==> config.mk <==
export PLATFORM = sky130hd
export DESIGN_NAME = alu_sequencer_flat
export DESIGN_NICKNAME = d
export VERILOG_FILES = /design/src/rtl/alu_sequencer_if.sv /design/src/rtl/alu_sequencer.sv /design/src/flat_wrapper.sv
export SDC_FILE = /design/constraint.sdc
export NUM_CORES = 1
export LEC_CHECK = 0
export ABC_AREA = 1
export BUFFER_PORTS_ARGS = -buffer_cell sky130_fd_sc_hd__buf_2
export CORE_MARGIN = 2
export CORE_UTILIZATION = 35
export DETAILED_ROUTE_END_ITERATION = 10
export SYNTH_ARGS = -nofsm -noshare
export SYNTH_HDL_FRONTEND = slang
export SYNTH_SLANG_ARGS = --single-unit
==> constraint.sdc <==
create_clock -name Clk -period 4.05 [get_ports Clk]
set_input_delay 0.6075 -clock Clk [delete_from_list [all_inputs] [get_ports Clk]]
set_output_delay 0.6075 -clock Clk [all_outputs]
set_load 0.05 [all_outputs]
==> src/rtl/alu_sequencer_if.sv <==
// Handshake and datapath-control bundle between an instruction source,
// the alu_sequencer and the RegFile_Alu datapath.
interface alu_sequencer_if;
  logic [15:0] Instr;
  logic        InstrValid;
  logic        InstrReady;
  logic        Hold;
  logic [4:0]  Flags;
  logic [3:0]  RdestRegLoc;
  logic [3:0]  RsrcRegLoc;
  logic [4:0]  OpCode;
  logic [15:0] Imm;
  logic        Imm_s;
  logic        En;
  logic [4:0]  FlagReg;
  logic        Done;
  logic        Err;
  logic [15:0] RetireCount;

  // slave: the sequencer itself
  modport slave (
    input  Instr, InstrValid, Hold, Flags,
    output InstrReady, RdestRegLoc, RsrcRegLoc, OpCode, Imm, Imm_s,
           En, FlagReg, Done, Err, RetireCount
  );

  // master: instruction source plus datapath
  modport master (
    output Instr, InstrValid, Hold, Flags,
    input  InstrReady, RdestRegLoc, RsrcRegLoc, OpCode, Imm, Imm_s,
           En, FlagReg, Done, Err, RetireCount
  );
endinterface

==> src/rtl/alu_sequencer.sv <==
// Four-state instruction sequencer for the RegFile_Alu datapath: accept,
// decode, execute (latch flags), writeback (write enable, retire count).
module alu_sequencer (
  input  logic            Clk,
  input  logic            Rst,
  alu_sequencer_if.slave  bus
);

  typedef enum logic [1:0] {
    IDLE   = 2'd0,
    DECODE = 2'd1,
    EXEC   = 2'd2,
    WB     = 2'd3
  } state_t;

  localparam logic [3:0] OP_CMP      = 4'd2;
  localparam logic [3:0] OP_LAST_LEG = 4'd9;

  state_t      state_q, state_d;
  logic [15:0] ir_q, ir_d;
  logic [4:0]  flag_q, flag_d;
  logic [15:0] retire_q, retire_d;

  logic [3:0]  op_field;
  logic        imm_bit;
  logic        illegal;
  logic        sext;
  logic [15:0] imm_ext;

  // Datapath controls are decoded straight from IR, so they stay stable
  // from DECODE through WB and keep their last values while IDLE.
  always_comb begin
    op_field = ir_q[15:12];
    imm_bit  = ir_q[7];
    illegal  = (op_field > OP_LAST_LEG);
    sext     = (op_field <= OP_CMP);
    imm_ext  = 16'h0000;
    if (imm_bit) begin
      imm_ext = sext ? {{9{ir_q[6]}}, ir_q[6:0]} : {9'b0, ir_q[6:0]};
    end
  end

  assign bus.RdestRegLoc = ir_q[11:8];
  assign bus.RsrcRegLoc  = imm_bit ? 4'd0 : ir_q[3:0];
  assign bus.OpCode      = {1'b0, op_field};
  assign bus.Imm         = imm_ext;
  assign bus.Imm_s       = imm_bit;
  assign bus.FlagReg     = flag_q;
  assign bus.RetireCount = retire_q;

  always_ff @(posedge Clk or posedge Rst) begin
    if (Rst) begin
      state_q  <= IDLE;
      ir_q     <= 16'h0000;
      flag_q   <= 5'd0;
      retire_q <= 16'h0000;
    end else begin
      state_q  <= state_d;
      ir_q     <= ir_d;
      flag_q   <= flag_d;
      retire_q <= retire_d;
    end
  end

  // Hold freezes everything and masks the pulses; a WB stalled by Hold
  // simply replays once Hold falls, so the write happens exactly once.
  always_comb begin
    state_d        = state_q;
    ir_d           = ir_q;
    flag_d         = flag_q;
    retire_d       = retire_q;
    bus.InstrReady = 1'b0;
    bus.En         = 1'b0;
    bus.Done       = 1'b0;
    bus.Err        = 1'b0;
    unique case (state_q)
      IDLE: begin
        bus.InstrReady = !bus.Hold && !Rst;
        if (!bus.Hold && bus.InstrValid) begin
          ir_d    = bus.Instr;
          state_d = DECODE;
        end
      end
      DECODE: begin
        if (!bus.Hold) begin
          bus.Err = illegal;
          state_d = illegal ? IDLE : EXEC;
        end
      end
      EXEC: begin
        if (!bus.Hold) begin
          flag_d  = bus.Flags;
          state_d = WB;
        end
      end
      WB: begin
        if (!bus.Hold) begin
          bus.En   = (op_field != OP_CMP);
          bus.Done = 1'b1;
          retire_d = retire_q + 16'd1;
          state_d  = IDLE;
        end
      end
      default: state_d = IDLE;
    endcase
  end

endmodule

==> src/flat_wrapper.sv <==
// flat-port wrapper written by rule: the top's interface ports become plain ports
module alu_sequencer_flat 
  (Clk, Rst, bus_Instr, bus_InstrValid, bus_Hold, bus_Flags, bus_InstrReady, bus_RdestRegLoc, bus_RsrcRegLoc, bus_OpCode, bus_Imm, bus_Imm_s, bus_En, bus_FlagReg, bus_Done, bus_Err, bus_RetireCount);
  alu_sequencer_if bus_i ();
  input  logic Clk;
  input  logic Rst;
  input wire logic [$bits(bus_i.Instr)-1:0] bus_Instr;
  input wire logic [$bits(bus_i.InstrValid)-1:0] bus_InstrValid;
  input wire logic [$bits(bus_i.Hold)-1:0] bus_Hold;
  input wire logic [$bits(bus_i.Flags)-1:0] bus_Flags;
  output wire logic [$bits(bus_i.InstrReady)-1:0] bus_InstrReady;
  output wire logic [$bits(bus_i.RdestRegLoc)-1:0] bus_RdestRegLoc;
  output wire logic [$bits(bus_i.RsrcRegLoc)-1:0] bus_RsrcRegLoc;
  output wire logic [$bits(bus_i.OpCode)-1:0] bus_OpCode;
  output wire logic [$bits(bus_i.Imm)-1:0] bus_Imm;
  output wire logic [$bits(bus_i.Imm_s)-1:0] bus_Imm_s;
  output wire logic [$bits(bus_i.En)-1:0] bus_En;
  output wire logic [$bits(bus_i.FlagReg)-1:0] bus_FlagReg;
  output wire logic [$bits(bus_i.Done)-1:0] bus_Done;
  output wire logic [$bits(bus_i.Err)-1:0] bus_Err;
  output wire logic [$bits(bus_i.RetireCount)-1:0] bus_RetireCount;
  assign bus_i.Instr = bus_Instr;
  assign bus_i.InstrValid = bus_InstrValid;
  assign bus_i.Hold = bus_Hold;
  assign bus_i.Flags = bus_Flags;
  assign bus_InstrReady = bus_i.InstrReady;
  assign bus_RdestRegLoc = bus_i.RdestRegLoc;
  assign bus_RsrcRegLoc = bus_i.RsrcRegLoc;
  assign bus_OpCode = bus_i.OpCode;
  assign bus_Imm = bus_i.Imm;
  assign bus_Imm_s = bus_i.Imm_s;
  assign bus_En = bus_i.En;
  assign bus_FlagReg = bus_i.FlagReg;
  assign bus_Done = bus_i.Done;
  assign bus_Err = bus_i.Err;
  assign bus_RetireCount = bus_i.RetireCount;
  alu_sequencer u_core (.Clk(Clk), .Rst(Rst), .bus(bus_i));
endmodule
==> results.yml <==
outcome:
  status: "complete, no violations"
worst_setup_path:
  crit_chain: "nand2_1 > a211oi_1 > buf_2"
  required_ns: 3.44
  critPathCaptureType: "output pin"
  rr_worst_depth: 4
  critPathKind: "register to output pin"
  crit_slowest_cell: "a211oi_1"
  startpoint_type: "register"
  arrival_ns: 1.98
  cpPeakStageDelay_ns: 0.60
  cp_max_fo: 13
synth:
  synthTopCellsByArea: "dfrtp_1 (48%), nand2_1 (15%), buf_4 (6.2%)"
  synthFlopType: "dfrtp_1"
  synth_area_um2: 2050
  ys_seq_elements: 39
  synth_top_area_frac: 0.476
  yosysMostFrequentCell: "nand2_1"
  synth_cells: 258
  syn_nets: 284
  yosys.area.top_type: "dfrtp_1"
  synth_edf_count: 0
  synth_common_cells: "nand2_1 (81), dfrtp_1 (39), inv_1 (29)"
  async_flop_share: 1.00
  yosysWarnings: 0
  synth.distinct_cells: 27
  post_synth.cell_area_avg_um2: 7.94
  ys_seq_area_frac: 0.476
job:
  drv_cap: 0
floorplanning:
  dieWidth_um: 80.5
  io_pins: 80
  dieArea_um2: 6480
  start_util: 0.367
  core-area_um2: 5570
  num_rows: 27
  die_y_um: 80.5
cts:
  cts_root_buf: "clkbuf_8"
  cts_tree: "done"
  post_cts_buffers: 0
  cts_buffers: 5
  clock_path_buffers: 2
  insertion_delay_ns: 0.29
  cts-resized-gates: 0
  path_clk_slew_ns: 0.08
  h-tree-depth: 2
  holdBufCountCts: 0
  cts_sinks: 39
placement:
  pre_cts_slack_ns: 1.76
  place.gp.congestion: 0.804
  hpwl_um: 3250
  numPortBuffers: 78
  placed_area_um2: 2380
final_layout:
  utilization: 0.452
  drive_gt1_frac: 0.303
  final_design_area_no_fill_um2: 2520
  n_fill_cell: 570
  nets: 348
  syn2layout_area_growth_pct: 22.9
  antenna-diode-count: 0
sta:
  hold_viol: 0
  fin_tns_setup_ns: 0
  slew_violations: 0
  slew_headroom: 0.516
  fmax_ghz: 0.387
  fin_crit_ns: 2.58
  timing.final.ws_setup_ns: 1.47
  setup_viol: 0
  rsz0062_at_grt: "false"
  skew_ns: 0.00709
  worst_pin_slew_ns: 0.723
  fin_crit_sh: 0.638
grt:
  first_global_vias: 1560
  grt_pass1_wl_um: 7330
  gr-total-overflow: 0
  grt_max_degree: 40
  antenna_found_initial: 0
  grt_util_all_layers: 0.147
power_and_ir_drop:
  cellLeakagePower_uw: 0.00143
  peakVddDrop_mv: 0.472
  p_per_area_nw_per_um2: 861
  power_uw: 2170
detailed_routing:
  met3_wirelength_um: 228
  drt-initial-drc-count: 118
  drc: 0
  vias_per_cell: 4.35
  dr_wl_met2_um: 1970
  first_pass_iters: 4
  routed_wl_um: 4320
  met1_length_um: 2060
  dr.max_layer_used: "met4"
  wl_per_cell_um: 10.9
  vias: 1718
  drtAntennaViolNets: 0
hold_path:
  hold_path_class: "input port to asynchronous set/reset pin"
## routing by layer
metal  global-route usage  up-vias
li1                     -      906
met1                0.201      758
met2                0.233       48
met3               0.0337        6
met4               0.0458        0
met5                    0        -
## final timing paths
kind | slack [ns] | start | endpoint
max in group asynchronous | 3.25 | Rst | u_core.bus.RetireCount[3]
hold / removal | 0.44 | Rst | u_core.ir_q[14]
min in group Clk | 0.47 | u_core.ir_q[11] | u_core.ir_q[11]
hold reg to reg | 0.47 | u_core.ir_q[11] | u_core.ir_q[11]
setup reg to reg | 1.99 | u_core.state_q[0] | u_core.ir_q[1]
setup / recovery | 1.47 | u_core.ir_q[7] | bus_Imm[7]
## stage by stage
stage / hold slack (ns) / std cells
after global placement: 0.452 / 387
final: 0.442 / 395
after detailed placement: 0.458 / 387
after floorplan: 0.442 / 258
after CTS: 0.462 / 395
after global routing: 0.489 / 395
## power by group
part           internal (uW)  total (uW)  switching (uW)
registers                525         652             127
logic                    239        1130             896
clock network            246         381             135
total                   1010        2170            1160
## state kept, by name, indices dropped and copies added, names as in the netlist, named ones only
register and cells:
u_core.ir_q 16, u_core.state_q 1, u_core.bus.FlagReg 5, u_core.bus.RetireCount 16
## final cells by class
type                            instances  area [um2]  share of cell area
Sequential cell                        39         976               0.388
Inverter                               30         113              0.0447
Tap cell                               72        90.1              0.0358
Timing Repair Buffer                   79         398               0.158
Clock buffer                            6        72.6              0.0288
Multi-Input combinational cell        167         808               0.321
Clock inverter                          2        60.1              0.0239
## cells by family (layout without fill, tap and decap cells)
logic type | Yosys count | in the layout | share of synthesized area
AOI/OAI and AO/OA | 10 | 10 | 0.0257
other | 1 | 1 | 0.00183
and+or+nand+nor | 147 | 147 | 0.327
DFF | 39 | 39 | 0.476
buffers and inverters | 52 | 117 | 0.129
xor gates and xnor gates | 8 | 8 | 0.0342
adders and majority gates | 1 | 1 | 0.00611
## layout by cell type (no fill, tap or decap), types with 3 or more instances in the layout
master and instances:
nand2_1 81, nor2_1 23, buf_2 78, o21ai_0 3, xnor2_1 6, nand4_1 4
clkbuf_8 5, nand3_1 23, nor2_4 5, dfrtp_1 39, inv_1 29, nor3_1 3
a21oi_1 4
## worst max-delay path, delay by kind of cell, from the launching register on
family / cells / cell delay (ns)
buffers and inverters: 1 / 0.38
AND/OR/NAND/NOR: 1 / 0.14
AO/OA/AOI/OAI: 1 / 0.60
flip-flops: 1 / 0.57
(Power assumes the default switching activity.)
